## config.mk

```make
export PLATFORM = sky130hd
export DESIGN_NAME = quadrature_encoder_emulator
export DESIGN_NICKNAME = d
export VERILOG_FILES = /design/src/rtl/quadrature_encoder_emulator.sv
export SDC_FILE = /design/constraint.sdc
export NUM_CORES = 1
export LEC_CHECK = 0
export BUFFER_PORTS_ARGS = -buffer_cell sky130_fd_sc_hd__clkbuf_2
export CAP_MARGIN = 20
export CORE_MARGIN = 3
export CORE_UTILIZATION = 54
export CTS_BUF_LIST = sky130_fd_sc_hd__clkbuf_16
export DETAILED_ROUTE_END_ITERATION = 6
export PLACE_DENSITY_LB_ADDON = 0.15
export SLEW_MARGIN = 20
export SYNTH_ARGS = -nofsm -noshare
export SYNTH_HDL_FRONTEND = slang
export SYNTH_SLANG_ARGS = --single-unit
```

## constraint.sdc

```tcl
create_clock -name clk -period 3.01 [get_ports clk]
set_clock_uncertainty 0.05 [all_clocks]
set_input_delay 0.4515 -clock clk [delete_from_list [all_inputs] [get_ports clk]]
set_output_delay 0.4515 -clock clk [all_outputs]
set_load 0.02 [all_outputs]
```

## src/rtl/quadrature_encoder_emulator.sv

```systemverilog
// quadrature_encoder_emulator
//   Turns signed step commands into incremental-encoder A/B/Z waveforms so the
//   servo QEI can be exercised without a motor (loopback, bring-up, HIL).
//
//   Optional feature macro: QENC_INDEX_EN
//     defined   - an angle counter (0..CPR-1) follows every edge and enc_z is
//                 high for the single quadrature state where angle==0, phase==00.
//     undefined - enc_z is tied low and no angle logic is built.
//
// Ports
//   clk, reset_n        rising-edge clock, synchronous active-low reset
//   cmd_valid/ready     command handshake; ready only while idle
//   cmd_steps           signed edge count (>0 forward, <0 reverse, 0 = no-op)
//   cmd_period          clk cycles per edge (0 behaves as 1)
//   abort               stop the running command, outputs hold
//   enc_a/enc_b/enc_z   registered quadrature outputs
//   busy                command running
//   done                one-cycle pulse on normal completion
//   position            signed count of emitted edges (wraps)
module quadrature_encoder_emulator #(
    parameter int STEP_W   = 16,
    parameter int PERIOD_W = 16,
    parameter int POS_W    = 32,
    parameter int CPR      = 2000
) (
    input  logic                     clk,
    input  logic                     reset_n,
    input  logic                     cmd_valid,
    output logic                     cmd_ready,
    input  logic signed [STEP_W-1:0] cmd_steps,
    input  logic [PERIOD_W-1:0]      cmd_period,
    input  logic                     abort,
    output logic                     enc_a,
    output logic                     enc_b,
    output logic                     enc_z,
    output logic                     busy,
    output logic                     done,
    output logic signed [POS_W-1:0]  position
);

    if (CPR < 4) begin : g_cpr_check
        $error("CPR must be at least 4");
    end

    typedef enum logic {S_IDLE, S_RUN} state_t;

    state_t                   state, state_nxt;
    logic [STEP_W-1:0]        remaining, remaining_nxt;
    logic                     dir, dir_nxt;          // 1 = forward
    logic [PERIOD_W-1:0]      timer, timer_nxt;
    logic [PERIOD_W-1:0]      reload, reload_nxt;    // effective period - 1
    logic [1:0]               qidx, qidx_nxt;
    logic signed [POS_W-1:0]  position_nxt;
    logic                     done_nxt;

    logic                     accept;
    logic                     tail;
    logic                     last_edge_due;
    logic                     step;
    logic [STEP_W-1:0]        abs_steps;
    logic [PERIOD_W-1:0]      cmd_reload;

    assign cmd_ready = (state == S_IDLE);
    assign busy      = (state == S_RUN);
    assign accept    = cmd_valid && cmd_ready;

    // Magnitude kept unsigned so the most negative step count stays legal.
    assign abs_steps  = cmd_steps[STEP_W-1] ? $unsigned(-cmd_steps) : $unsigned(cmd_steps);
    assign cmd_reload = (cmd_period == '0) ? '0 : cmd_period - PERIOD_W'(1);

    // After the final edge the FSM stays in RUN for one cycle with remaining==0;
    // that cycle produces the done pulse together with the return to IDLE.
    assign tail          = (state == S_RUN) && (remaining == '0);
    assign last_edge_due = (timer == '0) && (remaining == STEP_W'(1));
    // abort suppresses an edge unless it is the final one (completion wins).
    assign step          = (state == S_RUN) && (remaining != '0) && (timer == '0) &&
                           (!abort || (remaining == STEP_W'(1)));

    // State register and all datapath registers.
    always_ff @(posedge clk) begin
        if (!reset_n) begin
            state     <= S_IDLE;
            remaining <= '0;
            dir       <= 1'b1;
            timer     <= '0;
            reload    <= '0;
            qidx      <= 2'd0;
            position  <= '0;
            done      <= 1'b0;
            enc_a     <= 1'b0;
            enc_b     <= 1'b0;
        end else begin
            state     <= state_nxt;
            remaining <= remaining_nxt;
            dir       <= dir_nxt;
            timer     <= timer_nxt;
            reload    <= reload_nxt;
            qidx      <= qidx_nxt;
            position  <= position_nxt;
            done      <= done_nxt;
            // Phase index 0..3 walks {A,B} = 00,10,11,01: B is the MSB and A the
            // XOR of both bits, so a +/-1 index step flips exactly one channel.
            enc_a     <= qidx_nxt[1] ^ qidx_nxt[0];
            enc_b     <= qidx_nxt[1];
        end
    end

    // Next-state logic.
    always_comb begin
        state_nxt = state;
        case (state)
            S_IDLE: if (accept && (abs_steps != '0)) state_nxt = S_RUN;
            S_RUN: begin
                if (tail)                         state_nxt = S_IDLE;
                else if (abort && !last_edge_due) state_nxt = S_IDLE;
            end
            default: state_nxt = S_IDLE;
        endcase
    end

    // Datapath / output next values.
    always_comb begin
        remaining_nxt = remaining;
        dir_nxt       = dir;
        timer_nxt     = timer;
        reload_nxt    = reload;
        qidx_nxt      = qidx;
        position_nxt  = position;
        done_nxt      = 1'b0;

        if (accept) begin
            remaining_nxt = abs_steps;
            dir_nxt       = !cmd_steps[STEP_W-1];
            reload_nxt    = cmd_reload;
            timer_nxt     = cmd_reload;
            if (abs_steps == '0) done_nxt = 1'b1;
        end

        if (tail) done_nxt = 1'b1;

        if ((state == S_RUN) && (remaining != '0))
            timer_nxt = (timer == '0) ? reload : timer - PERIOD_W'(1);

        if (step) begin
            remaining_nxt = remaining - STEP_W'(1);
            qidx_nxt      = dir ? qidx + 2'd1 : qidx - 2'd1;
            position_nxt  = dir ? position + POS_W'(1) : position - POS_W'(1);
        end
    end

`ifdef QENC_INDEX_EN
    localparam int AW = $clog2(CPR);

    logic [AW-1:0] angle, angle_nxt;

    always_comb begin
        angle_nxt = angle;
        if (step) begin
            if (dir) angle_nxt = (angle == AW'(CPR - 1)) ? '0 : angle + AW'(1);
            else     angle_nxt = (angle == '0) ? AW'(CPR - 1) : angle - AW'(1);
        end
    end

    // Index is registered from the same next values as A/B so all three align.
    always_ff @(posedge clk) begin
        if (!reset_n) begin
            angle <= '0;
            enc_z <= 1'b1;
        end else begin
            angle <= angle_nxt;
            enc_z <= (angle_nxt == '0) && (qidx_nxt == 2'd0);
        end
    end
`else
    assign enc_z = 1'b0;
`endif

endmodule

```

==> metrics.md <==
| Metric | Value |
|---|---|
| First-pass GRT wire length | `29.6 mm` |
| Reg clk slew, reported paths | `0.06 ns` |
| Post-synthesis sequential area ratio | `26.4%` |
| CP endpoint | `position[30]$_SDFFE_PN0N_` |
| R2R cell count | `8` |
| Post-CTS Setup Inserts | `0` |
| Pre-antenna DRT Iters | `6` |
| I/O Pins | `74` |
| Post-route ant nets | `0` |
| Period utilization | `95.3%` |
| # diodes | `0` |
| Die Footprint | `13400 um2` |
| Top FF cell, synth | `dfxtp_1` |
| Clk_lat worst skew | `0.35 ns` |
| WL final | `17.7 mm` |
| Global placer's final weighted congestion | `0.938` |
| Final setup viols | `0` |
| Commonest non-fill, non-tap cell in the layout | `a21oi_1` |
| RSZ-0062 raised after global routing | `no` |
| Syn Std Cell Area | `6520 um2` |
| Status | `complete, no violations` |
| Max Fclk | `349 MHz` |
| Initial antenna violation count | `0` |
| Clk buf depth | `2` |
| Slew headroom | `36.0%` |
| Power Density | `442 nW/um2` |
| Mapped Nets | `946` |
| Layout cells sized above 1 | `15.4%` |
| Most frequent cells in the layout | `a21oi_1, nand2_1, dfxtp_1, nor2_1, clkbuf_2` |
| Worst flop-to-flop path endpoint | `position[30]$_SDFFE_PN0N_` |
| Critical path class | `reg2reg` |
| Pwr Total | `3340 uW` |
| Final Cell Area | `7560 um2` |
| Port Buffers | `72` |
| Wire length per cell | `16.3 um` |
| Initial Utilization | `56.1%` |
| Hold Crit Depth | `3` |
| Number of nets in the layout | `1015` |
| Final Hold Viols | `0` |
| Vias per cell | `6.26` |
| Final HPWL from detailed placement | `12.9 mm` |
| Via Count | `6807` |
| DIE HEIGHT | `116 um` |
| CTS Buf Count | `9` |
| Root buf cell | `clkbuf_16` |
| Sink Count | `86` |
| Largest net degree at the start of global routing | `54` |
| Total track usage | `26.7%` |
| Residual DRC count | `0` |
| Worst r2r src | `remaining[8]$_SDFFE_PN0P_` |
| Critical Path Source | `remaining[8]$_SDFFE_PN0P_` |
| DP Area | `7200 um2` |
| Remaining global-route overflow | `0` |
| Flop2flop setup slack | `0.14 ns` |
| Mapped Cells | `871` |
| Mean post-synth cell area | `7.48 um2` |
| Share of flip-flops with an asynchronous set or reset | `0%` |
| DR iter-0 viols | `467` |
| Critical path peak fanout | `18` |
| Library cells used by synthesis | `68` |
| TNS Setup | `0 ns` |
| Period minus WS final | `2.87 ns` |
| Crit path required time | `3.23 ns` |
| H-tree depth | `3` |
| Max VDD drop | `289 uV` |
| Crit. End Element | `flip-flop` |
| Synth warnings | `0` |
| Width of the chip | `116 um` |
| Hold crit path type | `in2reg` |
| EDFF count, synth | `0` |
| P&R area growth vs syn | `16.0%` |
| CTS tree | `built` |
| Number of global-route vias before repair | `6395` |
| Max Cap Violations | `0` |
| Crit path DAT | `3.09 ns` |
| Pleak | `0.00294 uW` |
| Final hold slack | `0.392 ns` |
| Max Slew Vio Count | `0` |
| Least-Margin Pin Slew | `0.958 ns` |
| Cts-stage hold buffer count | `0` |
| Critical Path Start Type | `flip-flop` |
| Seq cells post-synth | `86` |
| Row Count | `39` |
| Core ar. | `11600 um2` |
through the flow:
stage | util, % | setup slack (ns) | std cells
floorplan | - | -0.0117 | 871
global placement | 62.0 | 0.169 | 1072
detailed placement | 62.0 | 0.0746 | 1072
CTS | 64.9 | 0.0293 | 1088
global route | 65.1 | 0.0219 | 1088
finish | 65.1 | 0.142 | 1088
registers in the layout, indices dropped and copies added, names as in the netlist:
register	cells
busy	1
dir	1
done	1
enc_a	1
enc_b	1
position	32
qidx	1
reload	16
remaining	16
timer	16
synth_stat cells (all sizes together) (6+ instances only):
library cell / count / share of area (%)
a211oi: 20 / 2.3
a21o: 15 / 1.7
a21oi: 103 / 7.9
a31oi: 11 / 1.1
buf: 14 / 1.2
clkbuf: 28 / 1.6
dfxtp: 86 / 26
ha: 38 / 7.3
inv: 23 / 1.3
nand2: 93 / 5.4
nand2b: 15 / 1.4
nand3: 30 / 2.3
nand3b: 6 / 0.69
nand4: 10 / 0.96
nor2: 83 / 4.8
nor2b: 10 / 0.96
nor3: 29 / 2.2
nor4: 20 / 2.1
o211ai: 18 / 2.1
o21a: 12 / 1.4
o21ai: 42 / 3.2
o31a: 6 / 0.81
o31ai: 9 / 1.2
or3: 12 / 1.2
or4: 9 / 1.2
xnor2: 34 / 4.6
xor2: 15 / 2.0
how the worst min path moves through the flow:
| stage | from | endpoint |
|---|---|---|
| 2_1_floorplan | reload[15]$_SDFFE_PN0P_ | reload[15]$_SDFFE_PN0P_ |
| 3_3_place_gp | reload[15]$_SDFFE_PN0P_ | reload[15]$_SDFFE_PN0P_ |
| 3_5_place_dp | reload[9]$_SDFFE_PN0P_ | reload[9]$_SDFFE_PN0P_ |
| 4_1_cts | cmd_steps[0] | remaining[0]$_SDFFE_PN0P_ |
| 5_1_grt | reload[9]$_SDFFE_PN0P_ | reload[9]$_SDFFE_PN0P_ |
| 6_report | cmd_steps[0] | remaining[0]$_SDFFE_PN0P_ |
kinds of logic (layout without fill, tap and decap cells):
kind of cell    after synthesis  in the layout  synth area share, %
xor+xnor                     49             49                 6.59
simple gates                337            337                 25.4
buf+inv                      65            139                 4.09
mux                           8              8                 1.29
fa+ha+maj                    39             39                 7.60
compound gates              286            286                 28.5
flops                        86             86                 26.4
other cells                   1              1               0.0575
where the power goes:
part,leakage (uW),switching [uW],internal [uW]
logic,0.00208,482,306
clock network,0.000157,482,805
registers,0.000702,62.7,1200
layout make-up:
class	instances	area, um2
sequential	86	1720
clock inverter	7	113
clock buffer	9	225
timing repair buffer	100	599
tap	143	179
multi-input combinational	720	4630
fill	1034	4050
inverter	23	90.1
timing repair:
action | CTS | global route
setup endpoints to repair | 0 | 6
resized for setup | 0 | 8
endpoints found under the hold margin | 0 | 0
per-layer routing:
layer / global-route usage, % / share of wire, % / up-vias
li1: - / - / 3390
met2: 46.5 / 49 / 192
met3: 4.75 / 4.7 / 23
met5: 0 / 0 / -
met1: 33.4 / 44 / 3202
met4: 8.51 / 1.7 / 0
worst max-delay path, stage by stage (launching register included):
cell and delay (ns):
dfxtp_1 0.35, or4_4 0.59, or4_4 0.46, o31ai_4 0.26
buf_6 0.22, a211oi_4 0.07, and3_1 0.18, a2111oi_1 0.35
a21boi_1 0.24
Power figures use the tool's default switching activity.
